<file path="src/rtl/neo_clk_pkg.sv">
// Shared types, default constants and helpers for the NeoGeo clock-enable generator.
package neo_clk_pkg;
   typedef enum logic [1:0] {TICK_NONE, TICK_P, TICK_N} tick_t;

   localparam int unsigned NEO_ACC_W   = 32;
   localparam int unsigned NEO_DIV_W   = 3;
   localparam logic [2:0]  NEO_DIV_RST = 3'b100;
   localparam int unsigned NEO_HB_TAP  = 2;
   localparam int unsigned MASK_W      = 32;

   // Bit k is set when every divider bit below k is 1, i.e. bit k flips on the next increment.
   function automatic logic [MASK_W-1:0] tap_mask(input logic [MASK_W-1:0] div);
      logic [MASK_W-1:0] m;
      m[0] = 1'b1;
      for (int unsigned k = 1; k < MASK_W; k++) m[k] = m[k-1] & div[k-1];
      return m;
   endfunction
endpackage

</file>
<file path="src/rtl/neo_clk_if.sv">
// Control inputs and clock-enable outputs of the NeoGeo clock generator.
interface neo_clk_if
   import neo_clk_pkg::*;
#(
   parameter int unsigned DIV_W = NEO_DIV_W
) ();
   logic             PAUSE;
   logic             TURBO;
   logic             CLK_EN_24M_P;
   logic             CLK_EN_24M_N;
   logic [DIV_W-1:0] CLK_DIV;
   logic [DIV_W-1:0] EN_DIV_P;
   logic [DIV_W-1:0] EN_DIV_N;
   logic             CLK_68KCLK;
   logic             EN_68K_P;
   logic             EN_68K_N;
   logic             CLK_1HB;
   logic             EN_1HB;

   modport master (
      input  PAUSE, TURBO,
      output CLK_EN_24M_P, CLK_EN_24M_N, CLK_DIV, EN_DIV_P, EN_DIV_N,
             CLK_68KCLK, EN_68K_P, EN_68K_N, CLK_1HB, EN_1HB
   );

   modport slave (
      output PAUSE, TURBO,
      input  CLK_EN_24M_P, CLK_EN_24M_N, CLK_DIV, EN_DIV_P, EN_DIV_N,
             CLK_68KCLK, EN_68K_P, EN_68K_N, CLK_1HB, EN_1HB
   );
endinterface

</file>
<file path="src/rtl/neo_phase_acc.sv">
// Fractional phase accumulator producing alternating registered 24M P/N half-period ticks.
module neo_phase_acc
   import neo_clk_pkg::*;
#(
   parameter int unsigned      ACC_W     = NEO_ACC_W,
   parameter logic [ACC_W-1:0] PHASE_INC = ACC_W'(32'h8000_0000)
) (
   input  logic CLK,
   input  logic nRESETP,
   input  logic PAUSE,
   output logic tick_p,
   output logic tick_n
);
   logic [ACC_W-1:0] acc;
   logic [ACC_W:0]   sum;
   logic             phase_n;
   tick_t            tick_q;

   assign sum = {1'b0, acc} + {1'b0, PHASE_INC};

   // While paused everything holds, including a pending tick, so time simply freezes.
   always_ff @(posedge CLK or negedge nRESETP) begin
      if (!nRESETP) begin
         acc     <= '0;
         phase_n <= 1'b0;
         tick_q  <= TICK_NONE;
      end else if (!PAUSE) begin
         acc <= sum[ACC_W-1:0];
         if (sum[ACC_W]) begin
            tick_q  <= phase_n ? TICK_N : TICK_P;
            phase_n <= ~phase_n;
         end else begin
            tick_q  <= TICK_NONE;
         end
      end
   end

   assign tick_p = (tick_q == TICK_P);
   assign tick_n = (tick_q == TICK_N);
endmodule

</file>
<file path="src/rtl/neo_clocks_gen.sv">
// NeoGeo clock-enable generator: 24M ticks, divider chain with per-tap edges, 68K clock and 1HB.
module neo_clocks_gen
   import neo_clk_pkg::*;
#(
   parameter int unsigned      ACC_W     = NEO_ACC_W,
   parameter logic [ACC_W-1:0] PHASE_INC = ACC_W'(32'h8000_0000),
   parameter int unsigned      DIV_W     = NEO_DIV_W,
   parameter logic [DIV_W-1:0] DIV_RST   = DIV_W'(NEO_DIV_RST),
   parameter int unsigned      HB_TAP    = NEO_HB_TAP
) (
   input  logic     CLK,
   input  logic     nRESETP,
   neo_clk_if.master bus
);
   logic             tick_p_q, tick_n_q;
   logic             tick_p_c, tick_n_c;
   logic [DIV_W-1:0] clk_div;
   logic [DIV_W-1:0] carry_mask_c;
   logic [DIV_W-1:0] en_div_p_c, en_div_n_c;
   logic             clk_68k, turbo_q, clk_1hb;
   logic             toggle_68k_c, en_1hb_c;

   neo_phase_acc #(
      .ACC_W     (ACC_W),
      .PHASE_INC (PHASE_INC)
   ) u_phase_acc (
      .CLK     (CLK),
      .nRESETP (nRESETP),
      .PAUSE   (bus.PAUSE),
      .tick_p  (tick_p_q),
      .tick_n  (tick_n_q)
   );

   // A tick held across a pause stays invisible until release.
   assign tick_p_c = tick_p_q & ~bus.PAUSE;
   assign tick_n_c = tick_n_q & ~bus.PAUSE;

   assign carry_mask_c = DIV_W'(tap_mask(MASK_W'(clk_div)));
   assign en_div_p_c   = {DIV_W{tick_n_c}} & carry_mask_c & ~clk_div;
   assign en_div_n_c   = {DIV_W{tick_n_c}} & carry_mask_c &  clk_div;

   assign toggle_68k_c = tick_p_c | (tick_n_c & turbo_q);
   assign en_1hb_c     = tick_n_c & (clk_div[HB_TAP:0] == '0);

   // TURBO is only taken on a 68K falling edge so a rate change never shortens a phase.
   always_ff @(posedge CLK or negedge nRESETP) begin
      if (!nRESETP) begin
         clk_div <= DIV_RST;
         clk_68k <= 1'b0;
         turbo_q <= 1'b0;
         clk_1hb <= 1'b0;
      end else begin
         if (tick_n_c) clk_div <= clk_div + DIV_W'(1);
         if (toggle_68k_c) begin
            clk_68k <= ~clk_68k;
            if (clk_68k) turbo_q <= bus.TURBO;
         end
         if (en_div_p_c[0]) clk_1hb <= ~clk_div[HB_TAP];
      end
   end

   assign bus.CLK_EN_24M_P = tick_p_c;
   assign bus.CLK_EN_24M_N = tick_n_c;
   assign bus.CLK_DIV      = clk_div;
   assign bus.EN_DIV_P     = en_div_p_c;
   assign bus.EN_DIV_N     = en_div_n_c;
   assign bus.CLK_68KCLK   = clk_68k;
   assign bus.EN_68K_P     = toggle_68k_c & ~clk_68k;
   assign bus.EN_68K_N     = toggle_68k_c &  clk_68k;
   assign bus.CLK_1HB      = clk_1hb;
   assign bus.EN_1HB       = en_1hb_c;
endmodule
</file>
<file path="src/flat_wrapper.sv">
// flat-port wrapper written by rule: the top's interface ports become plain ports
module neo_clocks_gen_flat import neo_clk_pkg::*;
#(
   parameter int unsigned      ACC_W     = NEO_ACC_W,
   parameter logic [ACC_W-1:0] PHASE_INC = ACC_W'(32'h8000_0000),
   parameter int unsigned      DIV_W     = NEO_DIV_W,
   parameter logic [DIV_W-1:0] DIV_RST   = DIV_W'(NEO_DIV_RST),
   parameter int unsigned      HB_TAP    = NEO_HB_TAP
)
  (CLK, nRESETP, bus_PAUSE, bus_TURBO, bus_CLK_EN_24M_P, bus_CLK_EN_24M_N, bus_CLK_DIV, bus_EN_DIV_P, bus_EN_DIV_N, bus_CLK_68KCLK, bus_EN_68K_P, bus_EN_68K_N, bus_CLK_1HB, bus_EN_1HB);
  neo_clk_if #(.DIV_W(DIV_W)) bus_i ();
  input  logic CLK;
  input  logic nRESETP;
  input wire logic [$bits(bus_i.PAUSE)-1:0] bus_PAUSE;
  input wire logic [$bits(bus_i.TURBO)-1:0] bus_TURBO;
  output wire logic [$bits(bus_i.CLK_EN_24M_P)-1:0] bus_CLK_EN_24M_P;
  output wire logic [$bits(bus_i.CLK_EN_24M_N)-1:0] bus_CLK_EN_24M_N;
  output wire logic [$bits(bus_i.CLK_DIV)-1:0] bus_CLK_DIV;
  output wire logic [$bits(bus_i.EN_DIV_P)-1:0] bus_EN_DIV_P;
  output wire logic [$bits(bus_i.EN_DIV_N)-1:0] bus_EN_DIV_N;
  output wire logic [$bits(bus_i.CLK_68KCLK)-1:0] bus_CLK_68KCLK;
  output wire logic [$bits(bus_i.EN_68K_P)-1:0] bus_EN_68K_P;
  output wire logic [$bits(bus_i.EN_68K_N)-1:0] bus_EN_68K_N;
  output wire logic [$bits(bus_i.CLK_1HB)-1:0] bus_CLK_1HB;
  output wire logic [$bits(bus_i.EN_1HB)-1:0] bus_EN_1HB;
  assign bus_i.PAUSE = bus_PAUSE;
  assign bus_i.TURBO = bus_TURBO;
  assign bus_CLK_EN_24M_P = bus_i.CLK_EN_24M_P;
  assign bus_CLK_EN_24M_N = bus_i.CLK_EN_24M_N;
  assign bus_CLK_DIV = bus_i.CLK_DIV;
  assign bus_EN_DIV_P = bus_i.EN_DIV_P;
  assign bus_EN_DIV_N = bus_i.EN_DIV_N;
  assign bus_CLK_68KCLK = bus_i.CLK_68KCLK;
  assign bus_EN_68K_P = bus_i.EN_68K_P;
  assign bus_EN_68K_N = bus_i.EN_68K_N;
  assign bus_CLK_1HB = bus_i.CLK_1HB;
  assign bus_EN_1HB = bus_i.EN_1HB;
  neo_clocks_gen #(.ACC_W(ACC_W), .PHASE_INC(PHASE_INC), .DIV_W(DIV_W), .DIV_RST(DIV_RST), .HB_TAP(HB_TAP)) u_core (.CLK(CLK), .nRESETP(nRESETP), .bus(bus_i));
endmodule
</file>
<file path="config.mk">
export PLATFORM = sky130hd
export DESIGN_NAME = neo_clocks_gen_flat
export DESIGN_NICKNAME = d
export VERILOG_FILES = /design/src/rtl/neo_clk_pkg.sv /design/src/rtl/neo_clk_if.sv /design/src/rtl/neo_phase_acc.sv /design/src/rtl/neo_clocks_gen.sv /design/src/flat_wrapper.sv
export SDC_FILE = /design/constraint.sdc
export NUM_CORES = 1
export LEC_CHECK = 0
export ABC_AREA = 1
export CORE_AREA = 2 2 39 41
export CTS_BUF_LIST = sky130_fd_sc_hd__clkbuf_4
export DETAILED_ROUTE_END_ITERATION = 6
export DIE_AREA = 0 0 41 43
export HOLD_SLACK_MARGIN = 0.12
export PLACE_DENSITY = 0.85
export SYNTH_ARGS = -nofsm -noshare
export SYNTH_HDL_FRONTEND = slang
export SYNTH_HIERARCHICAL = 1
export SYNTH_SLANG_ARGS = --single-unit
</file>
<file path="constraint.sdc">
create_clock -name CLK -period 1.85 [get_ports CLK]
set_clock_uncertainty 0.2 [all_clocks]
set_input_delay 0.4625 -clock CLK [delete_from_list [all_inputs] [get_ports CLK]]
set_output_delay 0.4625 -clock CLK [all_outputs]
set_load 0.03 [all_outputs]
</file>
== Word-level counts from Yosys, hierarchy flattened ==
Index checks and enable logic that the tools add are counted.

* Bits in registers: 41
* Bits of input ports: 4

* $add $sub $neg: 2
* Eq/ne operators: 2
* Mux-type cells: 2
* Bitwise operators: 16
* Reduce and logical (&&, ||, !) cells: 3

{| class="wikitable"
|+ Operators with widths
! cell !! count
|-
| 32-bit by 32-bit adder with 33-bit output (second input constant) || 1
|-
| 3-bit AND || 3
|-
| 1-bit AND || 7
|-
| 2-bit two-way mux || 2
|-
| 1-bit inverter || 4
|-
| 2-bit AND reduction || 2
|-
| 3-bit by 1-bit adder with 3-bit output (second input constant) || 1
|-
| 3-bit zero test || 1
|-
| 3-bit inverter || 1
|-
| 2-bit by 1-bit equality test with 1-bit output (second input constant) || 1
|-
| 2-bit equality test (second input constant) || 1
|-
| 1-bit bitwise OR || 1
|}

== Longest topological paths before layout ==
Gate-level depths: netlist of the first run.

* Depth after elaboration: 5
* Gate-level depth with buffers: 7
* Mapped depth without buffers: 7

== Modules after synthesis ==
Netlist of the first run, hierarchy kept.

{| class="wikitable"
|+ By module, submodules not included
! module !! instances !! cells an instance !! area each (µm²) !! seq. area each (µm²)
|-
| neo_clocks_gen || 1 || 45 || 360.3 || 151.4
|-
| neo_phase_acc || 1 || 20 || 167.7 || 100.1
|}

== Worst setup path after synthesis of the first run ==
Ideal clock, no wire load.

* Path type: register -> output
* From: reg u_core.clk_div[0] (netlist: u_core/bus.CLK_DIV[0])
* To: out bus_EN_DIV_N[1]
* Data arrival time: 1,437 ps
* Data required time: 1,187 ps
* Setup slack: -250 ps
* Stages on the path, launching flop included: 3
* Cell sequence: dfrtp_1 -> inv_1 -> nor3_1

* Word-level cells in the longest chain between the ends: 2

{| class="wikitable"
|+ RTL lines
! element !! line !! text
|-
| start: declaration || neo_clocks_gen.sv:17 || <nowiki>logic [DIV_W-1:0] clk_div;</nowiki>
|-
| start signal: assignment || neo_clocks_gen.sv:53 || <nowiki>if (tick_n_c) clk_div <= clk_div + DIV_W'(1);</nowiki>
|-
| 3-bit AND (2 in series) || neo_clocks_gen.sv:40 || <nowiki>assign en_div_n_c = {DIV_W{tick_n_c}} & carry_mask_c & clk_div;</nowiki>
|-
| end: declaration || flat_wrapper.sv:20 || <nowiki>output wire logic [$bits(bus_i.EN_DIV_N)-1:0] bus_EN_DIV_N;</nowiki>
|}

Every way passes these cells.

== Worst setup path in the final report of the first run ==
* From: reg u_core.u_phase_acc.tick_q[0]
* To: out bus_EN_DIV_P[2]

* Word-level cells in the longest chain between the ends: 4

{| class="wikitable"
|+ RTL lines
! element !! line !! text
|-
| start: declaration || neo_phase_acc.sv:17 || <nowiki>tick_t tick_q;</nowiki>
|-
| start signal: assignment || neo_phase_acc.sv:30 || <nowiki>tick_q <= phase_n ? TICK_N : TICK_P;</nowiki>
|-
| 2-bit equality test || neo_phase_acc.sv:39 || <nowiki>assign tick_n = (tick_q == TICK_N);</nowiki>
|-
| named net u_core.tick_n_q || neo_clocks_gen.sv:15 || <nowiki>logic tick_p_q, tick_n_q;</nowiki>
|-
| 1-bit AND || neo_clocks_gen.sv:36 || <nowiki>assign tick_n_c = tick_n_q & ~bus.PAUSE;</nowiki>
|-
| 3-bit AND (2 in series) || neo_clocks_gen.sv:39 || <nowiki>assign en_div_p_c = {DIV_W{tick_n_c}} & carry_mask_c & ~clk_div;</nowiki>
|-
| end: declaration || flat_wrapper.sv:19 || <nowiki>output wire logic [$bits(bus_i.EN_DIV_P)-1:0] bus_EN_DIV_P;</nowiki>
|}

The timed path passes the listed nets, and every way through them passes these cells.

==> run metrics, run 1 <==
Final nets 119; Synth Area in XOR/XNOR 3.318%; CP Cell Sequence nor2_4, nand2_4, inv_6, nand2_8, nor2_4, buf_6; synthesized area per cell 8.123 um^2; post-synthesis register bit count 10; Static Leak 0.0005561 uW; initial antenna violation count 0; CTS tree done; reg2reg setup slack 0.30 ns; dpl hpwl 890 um; Warnings, synthesis 6; DIE AREA 0.001763 mm^2; most used cell, CP nor2_4; CTS max path bufs 2; H-tree levels 1; data arrival time of the critical path 1.35 ns; Power Density 1583 mW/mm^2; Final Setup Violations 11; Fillers 95; flip-flop and latch area 251.5 um^2; Chip Width 41 um; Final Wtd Congestion 0.7923; power share of the combinational group 63.1%; hold_buf cts 0; GRT Util Overall 20.61%; actual transition at the worst max-transition pin 0.4633 ns; Post-Layout Cell Count 128; internal power 886.4 uW; mux share of post-synthesis cell area 0%; sequential area share after synthesis 47.63%; IO Pins 20; Reg power frac 26.7%; layout cells sized above 1 58.93%; Synthesized Nets 71; Critical Setup Path Class flop to primary output; reg-to-reg endpoint u_core/bus.CLK_DIV[2]; Post-Synth Adder-Cell Area 4.739%; CTS clk-pin slew, worst paths 0.08 ns; Psw 739.4 uW; Area Growth Syn to Fin 94.55%; placed cells 109; Port Buffers 19; Final Cycle Share 108.7%; Final Critical Period 2.010 ns; DR iter-0 viols 4; Vias/cell 4.320; CTS root buf clkbuf_4; first-pass GRT wire length 2339 um; Hold Vio Cnt, Final 0; main combinational cell family by area after synthesis simple AND/OR/NAND/NOR gates; CTS Sinks 10; DRC Markers 0; Clock power frac 10.3%; CP max-delay cell dfrtp_1; Core ar. 0.001384 mm^2; Mapped Cells 65; Cell Rows 14; Pins Over Slew Limit 0; die height 43 um; R2R depth 7; worst slack, placed -0.2819 ns; Post-DRT Antenna Nets 0; fmax 497.5 MHz; initial core utilization 38.16%; Synth cell types 16; Rel. slew slack 69.02%; router iterations before antenna repair 4; Routed WL 1615 um; critical path launch point type flop; placed inst area 788.3 um^2; Hold WC Path Type input port to async pin; synthesized cell area 528.0 um^2; DR WL/cell 12.62 um; Worst EP required 1.19 ns; multi-input combinational cell area 285.3 um^2; crit path max fanout 6; largest net degree at the start of global routing 11; # Max-Cap Violations 0; setup_tns -1.170 ns; Remaining Overflow, GRT 0; Max IR drop VDD 873.6 uV; outcome finished, violations left; diodes inserted 0; Net Sw Frac 45.48%; via count 553; Synth Area in Compound Gates 1.896%; Worst-Skew Late Latency 0.28 ns; Synth Area in Simple Gates 31.52%; reg2reg start u_core/u_phase_acc/tick_q[0]; final design area excluding fillers 0.001027 mm^2; vias in the first global route 520; CP Capture Type primary output; failing checks setup timing; CTS Buf Count 3; slowest stage delay, CP 0.42 ns; Power Total 1626 uW; RSZ-0062 raised after global routing true; PnR worst setup slack -0.1602 ns
==> worst max path at each step <==
stage | from | cells past startpoint | to | slack (ns)
3_5_place_dp | bus_PAUSE | 7 | bus_EN_DIV_N[2] | -0.28
6_report | u_core/u_phase_acc/tick_q[0] | 6 | bus_EN_DIV_P[2] | -0.16
2_1_floorplan | u_core/u_phase_acc/tick_q[0] | 5 | bus_EN_DIV_N[2] | -0.10
3_3_place_gp | bus_PAUSE | 7 | bus_EN_68K_N | -0.27
5_1_grt | u_core/u_phase_acc/tick_q[0] | 6 | bus_EN_DIV_P[2] | -0.23
4_1_cts | u_core/u_phase_acc/tick_q[1] | 7 | bus_EN_DIV_N[2] | -0.14
==> per-layer routing <==
metal  global-route usage [%]  share of wire, %
met1                    23.39                36
met2                    33.13                58
met3                    4.712               3.2
met4                    12.00               2.7
met5                        0                 0
==> cells by family after synthesis <==
family / after synthesis
buffers and inverters: 14
and+or+nand+nor: 35
DFF: 10
AOI/OAI and AO/OA: 2
xor gates and xnor gates: 2
adders and majority gates: 2
==> power by group through the flow <==
stage | combinational, uW | sequential, uW | clock (uW)
2_1_floorplan | 320 | 527 | 0
3_3_place_gp | 687 | 415 | 0
3_5_place_dp | 702 | 425 | 0
4_1_cts | 904 | 429 | 164
5_1_grt | 1100 | 449 | 183
6_report | 1030 | 434 | 167
==> critical path: cells and delay by family, from the launching register on <==
kind	cells	cell delay [ns]
and+or+nand+nor	4	0.41
buffers and inverters	2	0.24
DFF	1	0.42
==> synthesized netlist by cell type, drive strengths merged <==
master	count	area, um^2
nand2	21	106.4
nand3	4	20.02
xnor2	1	8.760
nor2	8	30.03
dfstp	1	26.28
nor3	2	10.01
xor2	1	8.760
dfrtp	9	225.2
ha	2	25.02
o21ai	2	10.00
inv	14	57.56
==> cell usage in the layout, fill, tap and decap left out <==
cell	count
buf_4	24
nand2_1	15
buf_6	13
dfrtp_1	9
inv_2	7
inv_1	5
dlygate4sd2_1	4
nand3_1	4
clkbuf_4	3
nor2_2	3
nor2_4	3
nand2_2	3
clkdlybuf4s50_1	2
inv_6	2
nand2_4	2
nor3_2	2
nor2_1	2
clkinv_1	1
nand2_8	1
o21ai_1	1
xor2_1	1
o21ai_0	1
ha_4	1
ha_2	1
dfstp_2	1
xnor2_1	1
==> through the flow <==
| step | hold slack, ns | utilization (%) |
|---|---|---|
| after global routing | 0.3379 | 74.23 |
| after floorplan | -0.03309 | - |
| final | 0.2920 | 74.23 |
| after CTS | 0.3035 | 69.44 |
| after global placement | 0.2669 | 56.96 |
| after detailed placement | 0.2861 | 56.96 |
==> cell type report <==
type | count | share of cell area [%]
repair buffers | 43 | 37.15
multi-input cells | 41 | 27.77
flip-flops and latches | 10 | 24.48
inverters | 14 | 6.090
clock buffers | 3 | 2.192
well taps | 16 | 1.949
clock inverters | 1 | 0.3654
==> state kept, by name, summed over array words and instances (netlist names) <==
signal,flops
u_core/bus.CLK_1HB,1
u_core/u_phase_acc/phase_n,1
u_core/bus.CLK_DIV,3
u_core/bus.CLK_68KCLK,1
u_core/turbo_q,1
u_core/u_phase_acc/tick_q,2
u_core/u_phase_acc/acc,1
==> what timing repair did <==
action	4_1_cts	5_1_grt
endpoints found under the setup margin	15	11
pin swaps	6	3
endpoints found under the hold margin	0	0
resized for setup	31	8
buffers inserted	10	5
Power figures use the tool's default switching activity.
==> inputs of run 2 (changes only) <==
Settings changed: ABC_AREA 1 to 0, PLACE_DENSITY 0.85 to 0.87.
==> run metrics, run 2 <==
Vias/cell 4.845; Final Wtd Congestion 0.7815; Worst Hold Depth 1; Critical Setup Path Class flop to primary output; Warnings, synthesis 6; fmax 478.6 MHz; Power Density 1653 mW/mm^2; vias in the first global route 512; hold_buf cts 0; final design area excluding fillers 983.4 um^2; initial antenna violation count 0; Post-synth top flop dfrtp_1; router iterations before antenna repair 4; Clock power frac 9.5%; DR WL/cell 14.50 um; Hold WC Path Type flop to flop; met2 wire len 855 um; placed cells 98; CTS Sinks 10; reg2reg setup slack 0.10 ns; WL met3 79 um; Worst-Skew Late Latency 0.26 ns; Net Sw Frac 41.90%; Final nets 101; DR iter-0 viols 13; Static Leak 0.0004942 uW; first-pass GRT wire length 2290 um; Final Util 71.07%; CP Capture Type primary output; Power Total 1626 uW; post-synth top area cell dfrtp_1; Critical Path Stages 4; DIE AREA 0.001763 mm^2; Final Cycle Share 112.9%; Post-DRT Antenna Nets 0; # Max-Cap Violations 0; CP Buf/Inv Count 1; Chip Width 41 um; hold_ws 0.3069 ns; crit path max fanout 7; most used cell, CP nor2b_4; DRC Markers 0; Hold Vio Cnt, Final 0; cell family with most CP delay simple AND/OR/NAND/NOR gates; Rel. slew slack 66.63%; commonest non-fill, non-tap cell in the layout buf_4; diodes inserted 0; CTS max path bufs 2; top post-synthesis cells by area dfrtp_1 41%, xnor2_1 6.3%, dfstp_2 4.7%, and3b_1 4.7%, ha_1 4.5%; die height 43 um; synthesized cell area 555.5 um^2; post-synthesis register bit count 10; Final Setup Violations 11; Reg power frac 28.9%; R2R depth 9; Final Critical Period 2.089 ns; most instantiated cells after synthesis 9 x dfrtp_1, 4 x inv_1, 4 x nor2_1, 4 x xnor2_1; Synth cell types 24; most common cell in the synthesized netlist dfrtp_1; CTS clk-pin slew, worst paths 0.07 ns; CP max-delay cell dfrtp_1; failing checks setup timing; largest net degree at the start of global routing 11; Core ar. 0.001384 mm^2; Cell Rows 14; sequential area share after synthesis 45.27%; GRT Util Overall 19.96%; Remaining Overflow, GRT 0; Area Growth Syn to Fin 77.03%; initial core utilization 40.14%; max reg flops 3; dpl hpwl 978.7 um; RSZ-0062 raised after global routing true; PnR worst setup slack -0.2395 ns; Synth async-reset ratio 100.0%; outcome finished, violations left; commonest non-fill, non-tap cells in the layout 24 x buf_4, 9 x buf_6, 8 x dfrtp_1; CP Cell Sequence nor2b_4, nor2b_4, and3b_2, buf_6; CTS tree done; via count 533; Mapped Cells 51; Pins Over Slew Limit 0; Top Layer Used met4; Fillers 96; IO Pins 20; Worst EP required 1.19 ns; data arrival time of the critical path 1.43 ns; Synthesized Nets 57; critical path launch point type flop; met1 WL 621 um; H-tree levels 1; Port Buffers 19; actual transition at the worst max-transition pin 0.4989 ns; Post-Layout Cell Count 110; layout cells sized above 1 57.45%; Psw 681.3 uW; internal power 944.8 uW; Max IR drop VDD 982.3 uV; placed inst area 833.3 um^2; slowest stage delay, CP 0.42 ns; area share of the largest cell type after synthesis 40.54%; power share of the combinational group 61.6%; CTS Buf Count 3; synthesized area per cell 10.89 um^2; CTS root buf clkbuf_4; number of flops mapped to enable cells by yosys 0; Routed WL 1595 um
==> run 2: path summary, 6_finish.rpt <==
kind,start,to
hold reg to reg,u_core/u_phase_acc/phase_n,u_core/u_phase_acc/phase_n
max in group asynchronous,nRESETP,u_core/bus.CLK_DIV[0]
setup reg to reg,u_core/u_phase_acc/tick_q[0],u_core/bus.CLK_68KCLK
min in group asynchronous,nRESETP,u_core/bus.CLK_68KCLK
setup / recovery,u_core/u_phase_acc/tick_q[0],bus_EN_1HB
hold / removal,u_core/u_phase_acc/phase_n,u_core/u_phase_acc/phase_n
==> run 2: kinds of logic (layout without fill, tap and decap cells) <==
group | after synthesis | count (layout) | share of synthesized area (%)
xor gates and xnor gates | 4 | 4 | 6.306
buffers and inverters | 5 | 48 | 4.729
muxes | 2 | 2 | 4.504
and+or+nand+nor | 23 | 23 | 27.25
AOI/OAI and AO/OA | 5 | 5 | 7.433
adders and majority gates | 2 | 2 | 4.504
DFF | 10 | 10 | 45.27
==> run 2: layout make-up <==
cell class	instances	area (um^2)	share of cell area (%)
timing repair buffer	40	341.6	34.73
multi-input combinational	36	327.8	33.33
sequential	10	252.7	25.70
clock buffer	3	22.52	2.290
tap	16	20.02	2.036
inverter	4	15.01	1.527
clock inverter	1	3.754	0.3817
==> run 2: stage by stage <==
step,setup WS (ns),TNS [ns]
detailed placement,-0.4540,-4.813
CTS,-0.2167,-1.916
finish,-0.2395,-1.782
floorplan,-0.004329,-0.004329
global placement,-0.4181,-4.217
global route,-0.2974,-2.376
==> run 2: power groups by stage <==
stage,clock (uW),sequential [uW],combinational (uW)
after detailed placement,0,453,828
after CTS,158,459,928
after global placement,0,441,795
after floorplan,0,548,366
final,154,470,1000
after global routing,169,489,1050
==> run 2: timing repair <==
action | CTS | global route
endpoints found under the setup margin | 16 | 11
resized for setup | 21 | 7
buffers inserted | 5 | 3
pin swaps | 0 | 2
==> run 2: routing by layer <==
layer	track usage, %	vias up
li1	-	257
met1	22.56	252
met2	32.50	20
met3	5.236	4
met4	10.00	0
met5	0	-
==> inputs of run 3 (changes only) <==
Settings changed: CORE_AREA 2 2 39 41 to unset, CORE_ASPECT_RATIO set to 1.1, CORE_UTILIZATION set to 27, DIE_AREA 0 0 41 43 to unset, PLACE_DENSITY 0.87 to 0.65.
==> run metrics, run 3 (same netlist as run 2, synthesis figures left out) <==
outcome finished, violations left; failing checks setup timing; layout cells sized above 1 56.04%; Core ar. 0.001862 mm^2; Static Leak 0.0004761 uW; Chip Width 45.25 um; CTS clk-pin slew, worst paths 0.07 ns; Cell Rows 16; CP Capture Type primary output; DR iter-0 viols 4; DR WL/cell 11.43 um; DRC Markers 0; crit path max fanout 7; Hold WC Path Type flop to flop; CTS tree done; IO Pins 20; data arrival time of the critical path 1.38 ns; CTS Buf Count 3; Final Cycle Share 110.3%; internal power 901.7 uW; Worst EP required 1.19 ns; initial core utilization 29.84%; Psw 660.5 uW; Rel. slew slack 69.98%; Fillers 179; Final Critical Period 2.040 ns; Routed WL 1349 um; Worst-Skew Late Latency 0.26 ns; GRT Util Overall 13.76%; commonest non-fill, non-tap cells in the layout 22 x buf_4, 8 x buf_6, 8 x dfrtp_1; Remaining Overflow, GRT 0; Final Util 52.96%; Post-DRT Antenna Nets 0; first-pass GRT wire length 2221 um; Post-Layout Cell Count 118; PnR worst setup slack -0.1903 ns; largest net degree at the start of global routing 11; die height 49.58 um; Hold Vio Cnt, Final 0; actual transition at the worst max-transition pin 0.4489 ns; commonest non-fill, non-tap cell in the layout buf_4; via count 508; placed cells 108; Final Wtd Congestion 0.6669; vias in the first global route 507; Clock power frac 9.9%; max reg flops 3; Net Sw Frac 42.28%; critical path launch point type flop; Vias/cell 4.305; CTS Sinks 10; Pins Over Slew Limit 0; Worst Hold Depth 1; RSZ-0062 raised after global routing true; initial antenna violation count 0; Final nets 98; Port Buffers 19; fmax 490.1 MHz; dpl hpwl 908.7 um; CTS root buf clkbuf_4; router iterations before antenna repair 2; power share of the combinational group 60.6%; Reg power frac 29.6%; R2R depth 5; Area Growth Syn to Fin 77.48%; H-tree levels 1; CTS max path bufs 2; # Max-Cap Violations 0; Power Density 1584 mW/mm^2; setup_tns -1.609 ns; Final Setup Violations 11; hold_buf cts 0; DIE AREA 0.002243 mm^2; diodes inserted 0; Critical Setup Path Class flop to primary output; Max IR drop VDD 804.4 uV
==> run 3: changes by cell type in the layout (fill, tap and decap cells not counted) <==
cell             before  now
and3_2                2    0
and3_4                1    3
buf_4                24   22
a21oi_2               1    0
a21oi_4               0    1
buf_2                 1    0
buf_6                 9    8
clkdlybuf4s15_2       0    1
nor3b_2               0    1
nor3b_4               1    0
==> run 3: path summary, 6_finish.rpt <==
kind,slack (ns),start,endpoint
min in group asynchronous,0.31,nRESETP,u_core/u_phase_acc/acc[31]
worst min-delay path,0.30,u_core/u_phase_acc/phase_n,u_core/u_phase_acc/phase_n
worst max-delay path,-0.19,u_core/u_phase_acc/tick_q[0],bus_EN_1HB
worst min register to register,0.30,u_core/u_phase_acc/phase_n,u_core/u_phase_acc/phase_n
worst max register to register,0.22,u_core/u_phase_acc/tick_q[0],u_core/bus.CLK_DIV[1]
max in group asynchronous,0.80,nRESETP,u_core/bus.CLK_DIV[2]
==> run 3: power groups by stage <==
stage	registers (uW)	clock network [uW]	logic [uW]
final	462	154	946
after CTS	464	163	918
after global placement	447	0	790
after floorplan	548	0	366
after detailed placement	454	0	799
after global routing	479	169	1010
==> run 3: cell type report <==
class / count / area (um^2) / share of cell area, %
clock inverters: 1 / 3.754 / 0.3807
flip-flops and latches: 10 / 252.7 / 25.63
repair buffers: 37 / 321.6 / 32.61
well taps: 27 / 33.78 / 3.426
clock buffers: 3 / 22.52 / 2.284
inverters: 4 / 15.01 / 1.523
multi-input cells: 36 / 336.6 / 34.14
==> run 3: critical path: stages, from the launching register on <==
cell and delay, ns:
dfrtp_1 0.41, nor2b_4 0.16, nor2b_4 0.22, and3b_2 0.20
buf_6 0.12
==> run 3: layer usage <==
layer	wire, um	track usage, %	vias to the layer above
met2	750	22.95	8
met5	0	0	-
met4	0	7.576	0
met3	41	1.832	0
li1	-	-	251
met1	556	16.44	249
==> run 3: through the flow <==
step           hold slack, ns  worst slack [ns]  cell area (um^2)  power, uW
4_1_cts                0.2993           -0.1967             978.4       1544
5_1_grt                0.3201           -0.2619             985.9       1661
2_1_floorplan        -0.03309         -0.004329             566.8      914.7
3_3_place_gp           0.2851           -0.4172             839.6       1237
3_5_place_dp           0.2855           -0.4508             839.6       1253
6_report               0.2965           -0.1903             985.9       1562
==> run 3: repair_timing <==
item / 4_1_cts / 5_1_grt
endpoints found under the setup margin: 15 / 11
hold endpoints to repair: 0 / 0
gates resized for setup: 27 / 0
buffers inserted: 5 / 1
pin swaps: 1 / 4
